**src/rtl/gpio_irq.sv**
```systemverilog
// gpio_irq: per-pin debounce, edge/level event capture and a masked interrupt behind an APB slave
module gpio_irq #(
    parameter int N_GPIO = 8
) (
    input  logic              clk,
    input  logic              rst_n,
    input  logic              apbs_psel,
    input  logic              apbs_penable,
    input  logic              apbs_pwrite,
    input  logic [15:0]       apbs_paddr,
    input  logic [31:0]       apbs_pwdata,
    output logic [31:0]       apbs_prdata,
    output logic              apbs_pready,
    output logic              apbs_pslverr,
    input  logic [N_GPIO-1:0] in_i,
    output logic [N_GPIO-1:0] filt_o,
    output logic              irq
);
    logic [N_GPIO-1:0] status, inte, rise, fall, high, low;
    logic [N_GPIO-1:0] filt, filt_nx, ev, w1c;
    logic [7:0]        deb;
    logic [7:0]        cnt [N_GPIO];
    logic              hit, wr;
    logic [2:0]        idx;
    logic              unused;

    assign hit          = apbs_paddr[15:5] == '0;
    assign idx          = apbs_paddr[4:2];
    assign wr           = apbs_psel && apbs_penable && apbs_pwrite && hit;
    assign w1c          = (wr && idx == 3'd0) ? apbs_pwdata[N_GPIO-1:0] : '0;
    assign ev           = (filt_nx & ~filt & rise) | (~filt_nx & filt & fall) | (filt & high) | (~filt & low);
    assign irq          = |(status & inte);
    assign filt_o       = filt;
    assign apbs_pready  = 1'b1;
    assign apbs_pslverr = 1'b0;
    assign unused       = ^{apbs_pwdata[31:8], apbs_paddr[1:0]};

    // filtered value a pin will take on this edge: follow the input once it has differed for D+1 cycles
    always_comb begin
        filt_nx = filt;
        for (int i = 0; i < N_GPIO; i++)
            filt_nx[i] = (in_i[i] != filt[i] && cnt[i] >= deb) ? in_i[i] : filt[i];
    end

    // debounce state: counter restarts whenever the input agrees with filt or filt has just moved
    always_ff @(posedge clk) begin
        if (!rst_n) begin
            filt <= '0;
            for (int i = 0; i < N_GPIO; i++) cnt[i] <= '0;
        end else begin
            filt <= filt_nx;
            for (int i = 0; i < N_GPIO; i++)
                cnt[i] <= (in_i[i] == filt[i] || cnt[i] >= deb) ? 8'd0 : cnt[i] + 8'd1;
        end
    end

    // control registers; a new event outranks a W1C of the same bit
    always_ff @(posedge clk) begin
        if (!rst_n) begin
            status <= '0;
            inte   <= '0;
            rise   <= '0;
            fall   <= '0;
            high   <= '0;
            low    <= '0;
            deb    <= '0;
        end else begin
            status <= (status & ~w1c) | ev;
            if (wr) begin
                case (idx)
                    3'd1:    inte <= apbs_pwdata[N_GPIO-1:0];
                    3'd2:    rise <= apbs_pwdata[N_GPIO-1:0];
                    3'd3:    fall <= apbs_pwdata[N_GPIO-1:0];
                    3'd4:    high <= apbs_pwdata[N_GPIO-1:0];
                    3'd5:    low  <= apbs_pwdata[N_GPIO-1:0];
                    3'd6:    deb  <= apbs_pwdata[7:0];
                    default: ;
                endcase
            end
        end
    end

    // read mux, zero outside a read of a mapped address
    always_comb begin
        apbs_prdata = '0;
        if (apbs_psel && !apbs_pwrite && hit) begin
            case (idx)
                3'd0:    apbs_prdata = 32'(status);
                3'd1:    apbs_prdata = 32'(inte);
                3'd2:    apbs_prdata = 32'(rise);
                3'd3:    apbs_prdata = 32'(fall);
                3'd4:    apbs_prdata = 32'(high);
                3'd5:    apbs_prdata = 32'(low);
                3'd6:    apbs_prdata = 32'(deb);
                default: apbs_prdata = 32'(status & inte);
            endcase
        end
    end
endmodule

```
**config.mk**
```make
export PLATFORM = sky130hd
export DESIGN_NAME = gpio_irq
export DESIGN_NICKNAME = d
export VERILOG_FILES = /design/src/rtl/gpio_irq.sv
export SDC_FILE = /design/constraint.sdc
export NUM_CORES = 1
export LEC_CHECK = 0
export CAP_MARGIN = 20
export CORE_MARGIN = 2
export CORE_UTILIZATION = 40
export CTS_BUF_LIST = sky130_fd_sc_hd__clkbuf_4
export DETAILED_ROUTE_END_ITERATION = 8
export GPL_ROUTABILITY_DRIVEN = 0
export GPL_TIMING_DRIVEN = 0
export PLACE_DENSITY = 0.69
export REMOVE_ABC_BUFFERS = 1
export SLEW_MARGIN = 30
export SYNTH_ARGS = -nofsm -noshare
export SYNTH_HDL_FRONTEND = slang
export SYNTH_SLANG_ARGS = --single-unit
```
**constraint.sdc**
```tcl
create_clock -name clk -period 2.9 [get_ports clk]
set_input_delay 0.435 -clock clk [delete_from_list [all_inputs] [get_ports clk]]
set_output_delay 0.435 -clock clk [all_outputs]
set_load 0.005 [all_outputs]
```
### Word level (Yosys, flattened, before mapping)

Memories as Yosys holds them, arrays and structs flattened.
Cells that the tools add are included.

* memory bits (writable): 64
* register bits after elaboration: 64
* memories kept: 1
* output and inout bits: 43

Memory list
* cnt: depth 8, bits a word 8, rd ports 8, clocked after memory_dff 0, wr ports 8, RTL line 22 `logic [7:0] cnt [N_GPIO];`

* reduce and logical (&&, ||, !) cells: 32
* bitwise operators: 24
* add/sub/neg operators: 8
* equality and inequality tests: 22
* muxes and demuxes: 29
* $lt $le $gt $ge: 8

Operator list (number)
* 2-to-1 mux 8 bit: 18
* bitwise AND 8 bit: 9
* adder 8 x 1 -> 8 bit, second input constant: 8
* greater-or-equal comparator 8 bit: 8
* case mux 8 bit (7 select lines): 1
* bitwise OR 8 bit: 4
* inverter 8 bit: 3
* logical AND 1 bit: 14
* AND reduction 2 bit: 6
* logical NOT 11 bit: 1
* 2-to-1 mux 1 bit: 10
* == test 3 bit, second input constant: 3
* == test 1 bit: 8
* logical OR 1 bit: 8
* != test 1 bit: 8
* bitwise OR 1 bit: 8
* OR reduction 8 bit: 1
* == test 3 x 2 -> 1 bit, second input constant: 2
* == test 3 x 1 -> 1 bit, second input constant: 1
* logical NOT 3 bit: 1
* logical NOT 1 bit: 1

### Longest topological paths before layout

Gate-level depths: netlist of the first run.
An unclocked memory read counts as a cell.

* depth after elaboration: 11
* depth in mapped cells: 8

### Worst setup path before layout of the first run

No wires, ideal clock.

* kind: register to register
* start point: reg deb[0]
* end point: mem cnt[5][2], in the netlist cnt[1][10]
* arrival: 2.130 ns
* setup time: 0.065 ns
* required time: 2.835 ns
* path slack: 0.706 ns
* stages on the path, launching flop included: 8
* path through: dfxtp_1 -> ha_1 -> nand2b_1 -> a2111oi_0 -> o31ai_1 -> or3_1 -> clkbuf_1 -> nor2_1

RTL lines
* from (decl): RTL line 21 `logic [7:0] deb;`
* from (signal assigned): RTL line 76 `3'd6: deb <= apbs_pwdata[7:0];`
* to (decl): RTL line 22

### Worst setup path after layout of the first run

* start point: in apbs_paddr[6]
* end point: out apbs_prdata[5]

* longest elaborated chain between the ends: 3

Ends and longest elaborated chain
* from (decl): RTL line 10 `input logic [15:0] apbs_paddr,`
* logical NOT 11 bit: RTL line 27 `assign hit = apbs_paddr[15:5] == '0;`
* logical AND 1 bit: RTL line 86 `if (apbs_psel && !apbs_pwrite && hit) begin`
* 2-to-1 mux 8 bit: RTL line 86
* to (decl): RTL line 12 `output logic [31:0] apbs_prdata,`

No other way between the ends.

==> flow_summary_export.csv, run 1 <==
group,metric,value,unit
outcome,outcome,"finished with violations",
floorplan,dieHeight,140,um
final_layout,areaGrowthSynthToFinish,14.8,%
pwr,power_switching,0.859,mW
route,drc,0,
clock_network,clock_latency,0.58,ns
setup_path,crit_path_end_kind,"output pin",
logic_synthesis,ys.flop_type,"dfxtp_1",
global_routing,grt_first_pass_wirelength,29000,um
logic_synthesis,synthCells,820,
floorplan,row_count,49,
sta,min_period,2.91,ns
logic_synthesis,synth_warnings,0,
floorplan,core,18000,sq um
placement,numPortBuffers,51,
setup_path,cp-startpoint,"apbs_paddr[6]",
floorplan,start_util,0.408,
sta,relSlewSlack,0.435,
pwr,finalPower,3.48,mW
setup_path,crit_path_start_kind,"input pin",
setup_path,rr_worst_depth,7,
pwr,intPower,2.62,mW
pwr,p_sw_frac,0.247,
setup_path,timing.rr.start,"deb[4]$_SDFFE_PN0P_",
global_routing,antenna_found_initial,1,
final_layout,utilization,0.468,
route,routed-via-count,6058,
pwr,p_seq_frac,0.510,
setup_path,required,2.47,ns
sta,fin_skew,0.0136,ns
clock_network,path_clk_slew,0.12,ns
pwr,p_clk_frac,0.430,
floorplan,die-area,19500,sq um
logic_synthesis,ys_seq_elements,128,
placement,place_area,7970,sq um
sta,finalHoldViolCount,0,
logic_synthesis,synthArstFlopShare,0,
clock_network,cts_tree,"yes",
global_routing,grt.total_usage,0.188,
placement,place_inst,1073,
setup_path,reg2reg_to,"cnt[0][11]$_SDFF_PP0_",
sta,fin_hold_ws,0.369,ns
logic_synthesis,yosysUniqueCellTypes,58,
clock_network,cts.path.max_buffers,2,
sta,rsz0062_at_grt,"yes",
run,max_cap_violations,0,
sta,setup_ws,-0.00570,ns
logic_synthesis,synth_top_area_share,0.348,
logic_synthesis,syn_area,7360,sq um
setup_path,r2r_slack,0.17,ns
floorplan,die_w,140,um
logic_synthesis,syn_avg_cell_area,8.97,sq um
sta,max_freq,0.344,GHz
logic_synthesis,yosysSeqAreaShare,0.348,
global_routing,grt_pass1_vias,5768,
final_layout,nets,1001,
sta,final_max_slew_viol_count,0,
floorplan,ios,104,
global_routing,grt_overflow,0,
route,routed_wl,17900,um
logic_synthesis,yosys.area.top_type,"dfxtp_1",
route,wl_per_cell,16.1,um
sta,setup_violations,1,
final_layout,fillers,1782,
clock_network,cts_root_buf,"clkbuf_4",
logic_synthesis,synth_edf_count,0,
final_layout,final_layout_size_suffix_gt1_frac,0.0919,
route,firstDrtPassIters,6,
logic_synthesis,synthTopCellsByArea,"dfxtp_1 35%, ha_1 12%, nor2_1 6.8%, xor2_1 5.2%, mux2i_1 5.0%",
setup_path,crit_end,"apbs_prdata[5]",
route,drt_iter0_drc,377,
logic_synthesis,yosysMostFrequentCell,"nor2_1",
outcome,violations,"setup timing",
pwr,combPwrFrac,0.060,
final_layout,stdcell_count,1111,
sta,tightest_slew,0.841,ns
clock_network,htree_levels,4,
final_layout,final_area,8440,sq um
setup_path,worstPathMaxFanout,7,
pwr,vdd_drop_max,214,uV
hold_path,hold_class,"in -> reg",
route,detail_route.vias_per_cell,5.45,
logic_synthesis,synth_common_cells,"134 x nor2_1, 128 x dfxtp_1, 72 x ha_1, 53 x nand3_1, 44 x xor2_1",
sta,fin_crit_sh,1.00,
setup_path,arrival,2.47,ns
setup_path,path_class,"in -> out",
clock_network,ctsHoldBuffers,0,
placement,post-dp-hpwl,12400,um
pwr,p_leak,3.36,nW
clock_network,cts.sinks,128,
clock_network,cts_buffers,17,
route,antenna_left,0,
pwr,p_per_area,412,nW/um^2
global_routing,grt_start_max_net_pins,31,
what timing repair did:
item                                    in CTS  in global routing
resized for setup                           26                  7
endpoints found under the setup margin      22                  6
pin swaps                                    2                  2
buffers inserted                             5                  0
cells by family after synthesis:
kind of cell	share of synthesized area
flops	0.348
other cells	0.00102
xor+xnor	0.0667
fa+ha+maj	0.122
simple gates	0.198
buf+inv	0.0592
compound gates	0.138
mux	0.0657
worst min path at each step:
stage	from	to	cells after the start
4_1_cts	rst_n	status[0]$_SDFF_PN0_	2
3_3_place_gp	cnt[1][0]$_SDFF_PP0_	cnt[1][0]$_SDFF_PP0_	1
3_5_place_dp	cnt[1][0]$_SDFF_PP0_	cnt[1][0]$_SDFF_PP0_	1
5_1_grt	rst_n	status[3]$_SDFF_PN0_	2
6_report	rst_n	status[3]$_SDFF_PN0_	2
2_1_floorplan	cnt[1][0]$_SDFF_PP0_	cnt[1][0]$_SDFF_PP0_	1
layer usage:
metal,GRT usage,routed length (um),vias to the layer above,share of wire
li1,-,-,2995,-
met1,0.250,8430,2844,0.47
met2,0.301,7930,190,0.44
met3,0.0389,1170,29,0.065
met4,0.0700,366,0,0.020
met5,0,0,-,0
final cells by class:
| cell class | count | area, sq um | share of cell area |
|---|---|---|---|
| inverters | 30 | 120 | 0.0142 |
| clock inverters | 15 | 214 | 0.0253 |
| multi-input cells | 633 | 4530 | 0.536 |
| clock buffers | 17 | 128 | 0.0151 |
| diodes | 1 | 2.50 | 0.000296 |
| flip-flops and latches | 128 | 2570 | 0.304 |
| well taps | 229 | 287 | 0.0339 |
| repair buffers | 58 | 598 | 0.0708 |
state kept, by name, indices dropped and copies added, names as in the netlist:
| name | count |
|---|---|
| fall | 8 |
| rise | 8 |
| status | 8 |
| low | 8 |
| filt_o | 8 |
| inte | 8 |
| cnt | 64 |
| high | 8 |
| deb | 8 |
worst max-delay path, stage by stage:
cell             delay, ns
clkdlybuf4s50_1       0.46
nor4b_1               0.33
nand4b_1              0.13
buf_4                 0.21
a2111oi_2             0.33
clkdlybuf4s50_1       0.58
layout by cell type (no fill, tap or decap), types with 6 or more instances in the layout:
| cell type | synthesis | routed |
|---|---|---|
| xor2_1 | 44 | 44 |
| conb_1 | 2 | 26 |
| nand2_1 | 34 | 34 |
| nand3_1 | 53 | 53 |
| xnor2_1 | 12 | 12 |
| clkdlybuf4s50_1 | 0 | 44 |
| ha_1 | 72 | 72 |
| nand4_1 | 7 | 7 |
| a31o_2 | 12 | 12 |
| a21o_1 | 11 | 11 |
| a211oi_1 | 15 | 14 |
| and3_1 | 23 | 23 |
| a31o_1 | 7 | 7 |
| nor2b_1 | 8 | 8 |
| nand3b_1 | 11 | 11 |
| a31oi_1 | 6 | 6 |
| mux2i_1 | 37 | 37 |
| clkbuf_4 | 0 | 18 |
| buf_4 | 26 | 7 |
| nor2_1 | 134 | 134 |
| o21ai_0 | 24 | 24 |
| inv_1 | 30 | 27 |
| a21oi_1 | 19 | 19 |
| dfxtp_1 | 128 | 127 |
power groups by stage:
stage               Combinational, mW  Clock (mW)  Sequential [mW]
floorplan                      0.0712           0             1.81
global placement                0.193           0             1.82
detailed placement              0.201           0             1.82
CTS                             0.205        1.52             1.78
global route                    0.227        1.59             1.78
finish                          0.210        1.50             1.78
stage by stage:
stage	setup TNS, ns	setup slack [ns]
after CTS	0	0.00343
after floorplan	0	0.749
after global routing	-0.0334	-0.0298
after global placement	-90.25	-1.69
final	-0.00570	-0.00570
after detailed placement	-14.81	-0.890
Power figures use the tool's default switching activity.
==> inputs of run 2 (changes only) <==
clock period = 3.7 ns   (was 2.9 ns; I/O delays follow)
==> run 2 against run 1 <==
  * Highest routed layer unchanged
  * Critical path depth is 2 lower
  * Sequential share of layout area is 0.33 points higher
  * Non-clock buffer count is 3 lower
  * Wire length is 0.81% lower
  * The flow now finishes without violations
  * Power is 22% lower
==> flow_summary_export.csv, run 2 (synthesized netlist as in run 1, its figures left out) <==
group,metric,value,unit
route,detail_route.vias_per_cell,5.43,
setup_path,required,3.14,ns
final_layout,layout_commonest_cell,"nor2_1",
setup_path,path_buf_inv,1,
setup_path,worst_path_largest_cell_delay,0.78,ns
run,max_cap_violations,0,
sta,relSlewSlack,0.438,
setup_path,crit_path_end_kind,"output pin",
setup_path,path_class,"reg -> out",
hold_path,hold_end,"cnt[1][0]$_SDFF_PP0_",
pwr,p_per_area,327,nW/um^2
route,routed_wl,17800,um
floorplan,core,18000,sq um
setup_path,worstPathMaxFanout,10,
global_routing,grt_pass1_vias,5754,
final_layout,layout_common_cells,"134 x nor2_1, 128 x dfxtp_1, 72 x ha_1, 53 x nand3_1, 47 x clkdlybuf4s50_1",
pwr,finalPower,2.72,mW
setup_path,rr_worst_depth,7,
placement,numPortBuffers,51,
sta,fin_crit_sh,0.931,
setup_path,timing.rr.start,"deb[4]$_SDFFE_PN0P_",
global_routing,antenna_found_initial,1,
final_layout,multi_input_area,4470,sq um
clock_network,clock_latency,0.59,ns
sta,setup_violations,0,
setup_path,crit_chain,"mux2_2, o22ai_1, a2111oi_1, clkdlybuf4s50_1",
floorplan,ios,104,
final_layout,final_area,8340,sq um
floorplan,dieHeight,140,um
hold_path,hold_start,"cnt[1][0]$_SDFF_PP0_",
final_layout,nets,998,
final_layout,areaGrowthSynthToFinish,13.4,%
pwr,vdd_drop_max,166,uV
global_routing,grt_first_pass_wirelength,29000,um
clock_network,cts.sinks,128,
sta,finalHoldViolCount,0,
clock_network,ctsHoldBuffers,0,
route,drt_iter0_drc,373,
floorplan,die-area,19500,sq um
setup_path,reg2reg_to,"cnt[0][11]$_SDFF_PP0_",
sta,final_max_slew_viol_count,0,
final_layout,largest_register_ffs,64,
clock_network,path_clk_slew,0.13,ns
route,routed-via-count,6021,
route,firstDrtPassIters,5,
global_routing,grt_overflow,0,
final_layout,fillers,1792,
clock_network,cts_tree,"yes",
floorplan,row_count,49,
clock_network,htree_levels,4,
sta,max_freq,0.290,GHz
clock_network,cts_root_buf,"clkbuf_4",
setup_path,arrival,2.89,ns
floorplan,die_w,140,um
global_routing,grt.total_usage,0.187,
route,antenna_left,0,
sta,min_period,3.44,ns
setup_path,crit_path_start_kind,"flip-flop",
hold_path,hold_class,"reg -> reg",
global_routing,grt_start_max_net_pins,31,
sta,tightest_slew,0.836,ns
setup_path,crit_slowest_cell,"dfxtp_1",
setup_path,crit_family,"flip-flops",
sta,rsz0062_at_grt,"no",
setup_path,r2r_slack,0.73,ns
final_layout,ff_latch_area,2560,sq um
placement,place_area,7970,sq um
floorplan,start_util,0.408,
placement,post-dp-hpwl,12400,um
final_layout,final_layout_size_suffix_gt1_frac,0.0786,
outcome,outcome,"finished, final reports clean",
hold_path,hold_depth,1,
clock_network,cts.path.max_buffers,2,
sta,fin_skew,0.0165,ns
pwr,p_leak,3.28,nW
route,wl_per_cell,16.0,um
final_layout,regMostFlops,"cnt",
clock_network,cts_buffers,17,
route,drc,0,
setup_path,cp-startpoint,"deb[0]$_SDFFE_PN0P_",
run 2: power breakdown:
group / switching (mW) / total (mW) / internal (mW)
clock: 0.571 / 1.17 / 0.601
combinational: 0.0892 / 0.160 / 0.0706
sequential: 0.00989 / 1.39 / 1.38
run 2: worst max path at each step:
stage | cells after the start | to | slack (ns)
global route | 4 | apbs_prdata[0] | 0.11
finish | 4 | apbs_prdata[0] | 0.26
global placement | 4 | cnt[1][15]$_SDFF_PP0_ | -1.01
detailed placement | 5 | apbs_prdata[0] | -0.33
CTS | 5 | apbs_prdata[0] | 0.01
floorplan | 6 | cnt[1][10]$_SDFF_PP0_ | 1.55
run 2: layer usage:
metal | GRT usage | vias to the layer above | wire length, um
li1 | - | 2989 | -
met1 | 0.250 | 2858 | 8480
met2 | 0.300 | 149 | 7930
met3 | 0.0389 | 25 | 1000
met4 | 0.0700 | 0 | 334
met5 | 0 | - | 0
run 2: cell type report:
cell class	count	area share
Antenna cell	1	0.000300
Clock buffer	17	0.0153
Clock inverter	15	0.0257
Inverter	30	0.0135
Multi-Input combinational cell	633	0.536
Sequential cell	128	0.307
Tap cell	229	0.0344
Timing Repair Buffer	55	0.0680
run 2: timing repair:
item / 4_1_cts / 5_1_grt
endpoints found under the setup margin: 8 / 6
buffers inserted: 0 / 2
gates resized for setup: 7 / 4
gates cloned: 0 / 0
pin swaps: 0 / 1
run 2: per-stage QoR:
step | hold WS (ns) | setup TNS, ns | cells | setup WS [ns] | utilization
6_report | 0.474 | 0 | 1108 | 0.255 | 0.463
5_1_grt | 0.480 | 0 | 1108 | 0.109 | 0.463
4_1_cts | 0.455 | 0 | 1105 | 0.00953 | 0.461
3_5_place_dp | 0.453 | -1.62 | 1073 | -0.330 | 0.442
3_3_place_gp | 0.447 | -27.48 | 1071 | -1.01 | 0.439
2_1_floorplan | 0.426 | 0 | 791 | 1.55 | -
==> inputs of run 3 (changes only) <==
ABC_CLOCK_PERIOD_IN_PS = 3700   (was not set)
CTS_BUF_LIST = sky130_fd_sc_hd__clkbuf_16   (was sky130_fd_sc_hd__clkbuf_4)
==> run 3 against run 2 <==
  * Count of clock-buffer cells in the layout unchanged
  * Maximum frequency up 3.7%
  * Via count up 0.66%
  * Power up 25%
  * Critical path type is now in -> out
  * Critical endpoint unchanged
  * Largest cell class unchanged
==> flow_summary_export.csv, run 3 (synthesized netlist as in run 1, its figures left out) <==
group,metric,value,unit
pwr,p_per_area,392,nW/um^2
setup_path,rr_worst_depth,7,
clock_network,cts_root_buf,"clkbuf_16",
clock_network,cts.sinks,128,
final_layout,largest_register_ffs,64,
route,firstDrtPassIters,5,
final_layout,stdcell_count,1108,
global_routing,grt_start_max_net_pins,31,
setup_path,worstPathMaxFanout,8,
pwr,finalPower,3.39,mW
route,antenna_left,0,
sta,min_period,3.32,ns
clock_network,clock_latency,0.43,ns
final_layout,final_layout_size_suffix_gt1_frac,0.0808,
sta,finalHoldViolCount,0,
route,wl_per_cell,16.2,um
sta,fin_crit_sh,0.898,
sta,fin_hold_ws,0.461,ns
global_routing,grt_first_pass_wirelength,29400,um
final_layout,ff_latch_area,2560,sq um
setup_path,crit_slowest_cell,"clkdlybuf4s50_1",
final_layout,utilization,0.480,
sta,max_freq,0.301,GHz
route,routed-via-count,6061,
route,routed_wl,17900,um
placement,place_inst,1073,
floorplan,core,18000,sq um
route,drc,0,
setup_path,timing.critical_path.depth,6,
outcome,outcome,"finished, final reports clean",
final_layout,fillers,1743,
clock_network,cts_buffers,17,
final_layout,layout_commonest_cell,"nor2_1",
global_routing,antenna_found_initial,0,
final_layout,areaGrowthSynthToFinish,17.6,%
floorplan,row_count,49,
setup_path,required,3.14,ns
clock_network,ctsHoldBuffers,0,
clock_network,cts_tree,"yes",
sta,tightest_slew,0.818,ns
setup_path,crit_path_end_kind,"output pin",
global_routing,grt_pass1_vias,5818,
setup_path,arrival,2.77,ns
global_routing,grt_overflow,0,
global_routing,grt.total_usage,0.190,
sta,relSlewSlack,0.451,
floorplan,dieHeight,140,um
clock_network,cts.path.max_buffers,2,
setup_path,worst_path_largest_cell_delay,0.60,ns
setup_path,path_buf_inv,3,
clock_network,htree_levels,4,
hold_path,hold_depth,1,
sta,fin_skew,0.0127,ns
route,drt_iter0_drc,336,
run,max_cap_violations,0,
setup_path,crit_path_start_kind,"input pin",
final_layout,n_antenna_cell,0,
floorplan,ios,104,
final_layout,regMostFlops,"cnt",
sta,final_max_slew_viol_count,0,
floorplan,die_w,140,um
setup_path,path_class,"in -> out",
route,detail_route.vias_per_cell,5.47,
pwr,p_leak,3.42,nW
final_layout,nets,999,
placement,numPortBuffers,51,
setup_path,crit_top_cell,"clkdlybuf4s50_1",
setup_path,crit_chain,"clkdlybuf4s50_1, nor4_4, nand4b_1, buf_4, a2111oi_1, clkdlybuf4s50_1",
floorplan,start_util,0.408,
pwr,vdd_drop_max,297,uV
placement,post-dp-hpwl,12400,um
final_layout,multi_input_area,4470,sq um
clock_network,path_clk_slew,0.06,ns
floorplan,die-area,19500,sq um
setup_path,crit_family,"buffers and inverters",
sta,setup_tns,0,ns
sta,setup_violations,0,
sta,rsz0062_at_grt,"no",
hold_path,hold_class,"reg -> reg",
final_layout,layout_common_cells,"134 x nor2_1, 128 x dfxtp_1, 72 x ha_1, 53 x nand3_1, 47 x clkdlybuf4s50_1",
## run 3: path summary, 6_finish.rpt
kind              slack, ns                 start                     to
setup / recovery       0.38        apbs_paddr[12]         apbs_prdata[0]
setup reg to reg       0.74   deb[4]$_SDFFE_PN0P_  cnt[0][11]$_SDFF_PP0_
hold reg to reg        0.46  cnt[1][0]$_SDFF_PP0_   cnt[1][0]$_SDFF_PP0_
hold / removal         0.46  cnt[1][0]$_SDFF_PP0_   cnt[1][0]$_SDFF_PP0_
## run 3: timing repair
item,CTS,global route
gates resized for setup,7,5
setup endpoints to repair,8,6
setup buffers,0,3
pin swaps,0,1
## run 3: area by class of cell
class / count / share of cell area
clock inverter: 15 / 0.0247
sequential: 128 / 0.296
tap: 229 / 0.0331
clock buffer: 17 / 0.0492
inverter: 30 / 0.0130
multi-input combinational: 633 / 0.517
timing repair buffer: 56 / 0.0664
## run 3: power breakdown
part           internal (mW)  switching (mW)  leakage [nW]
Clock                   1.19           0.650         0.309
Sequential              1.38         0.00983          1.03
Combinational         0.0706          0.0888          2.08
## run 3: layer usage
layer | track usage | routed length (um)
met1 | 0.251 | 8130
met2 | 0.306 | 8120
met3 | 0.0506 | 1350
met4 | 0.0563 | 306
met5 | 0 | 0
## run 3: per-stage QoR
stage	setup WS, ns	cell area [sq um]
5_1_grt	0.262	8650
4_1_cts	0.00953	8610
2_1_floorplan	1.55	7120
3_3_place_gp	-1.01	7920
6_report	0.377	8650
3_5_place_dp	-0.330	7970
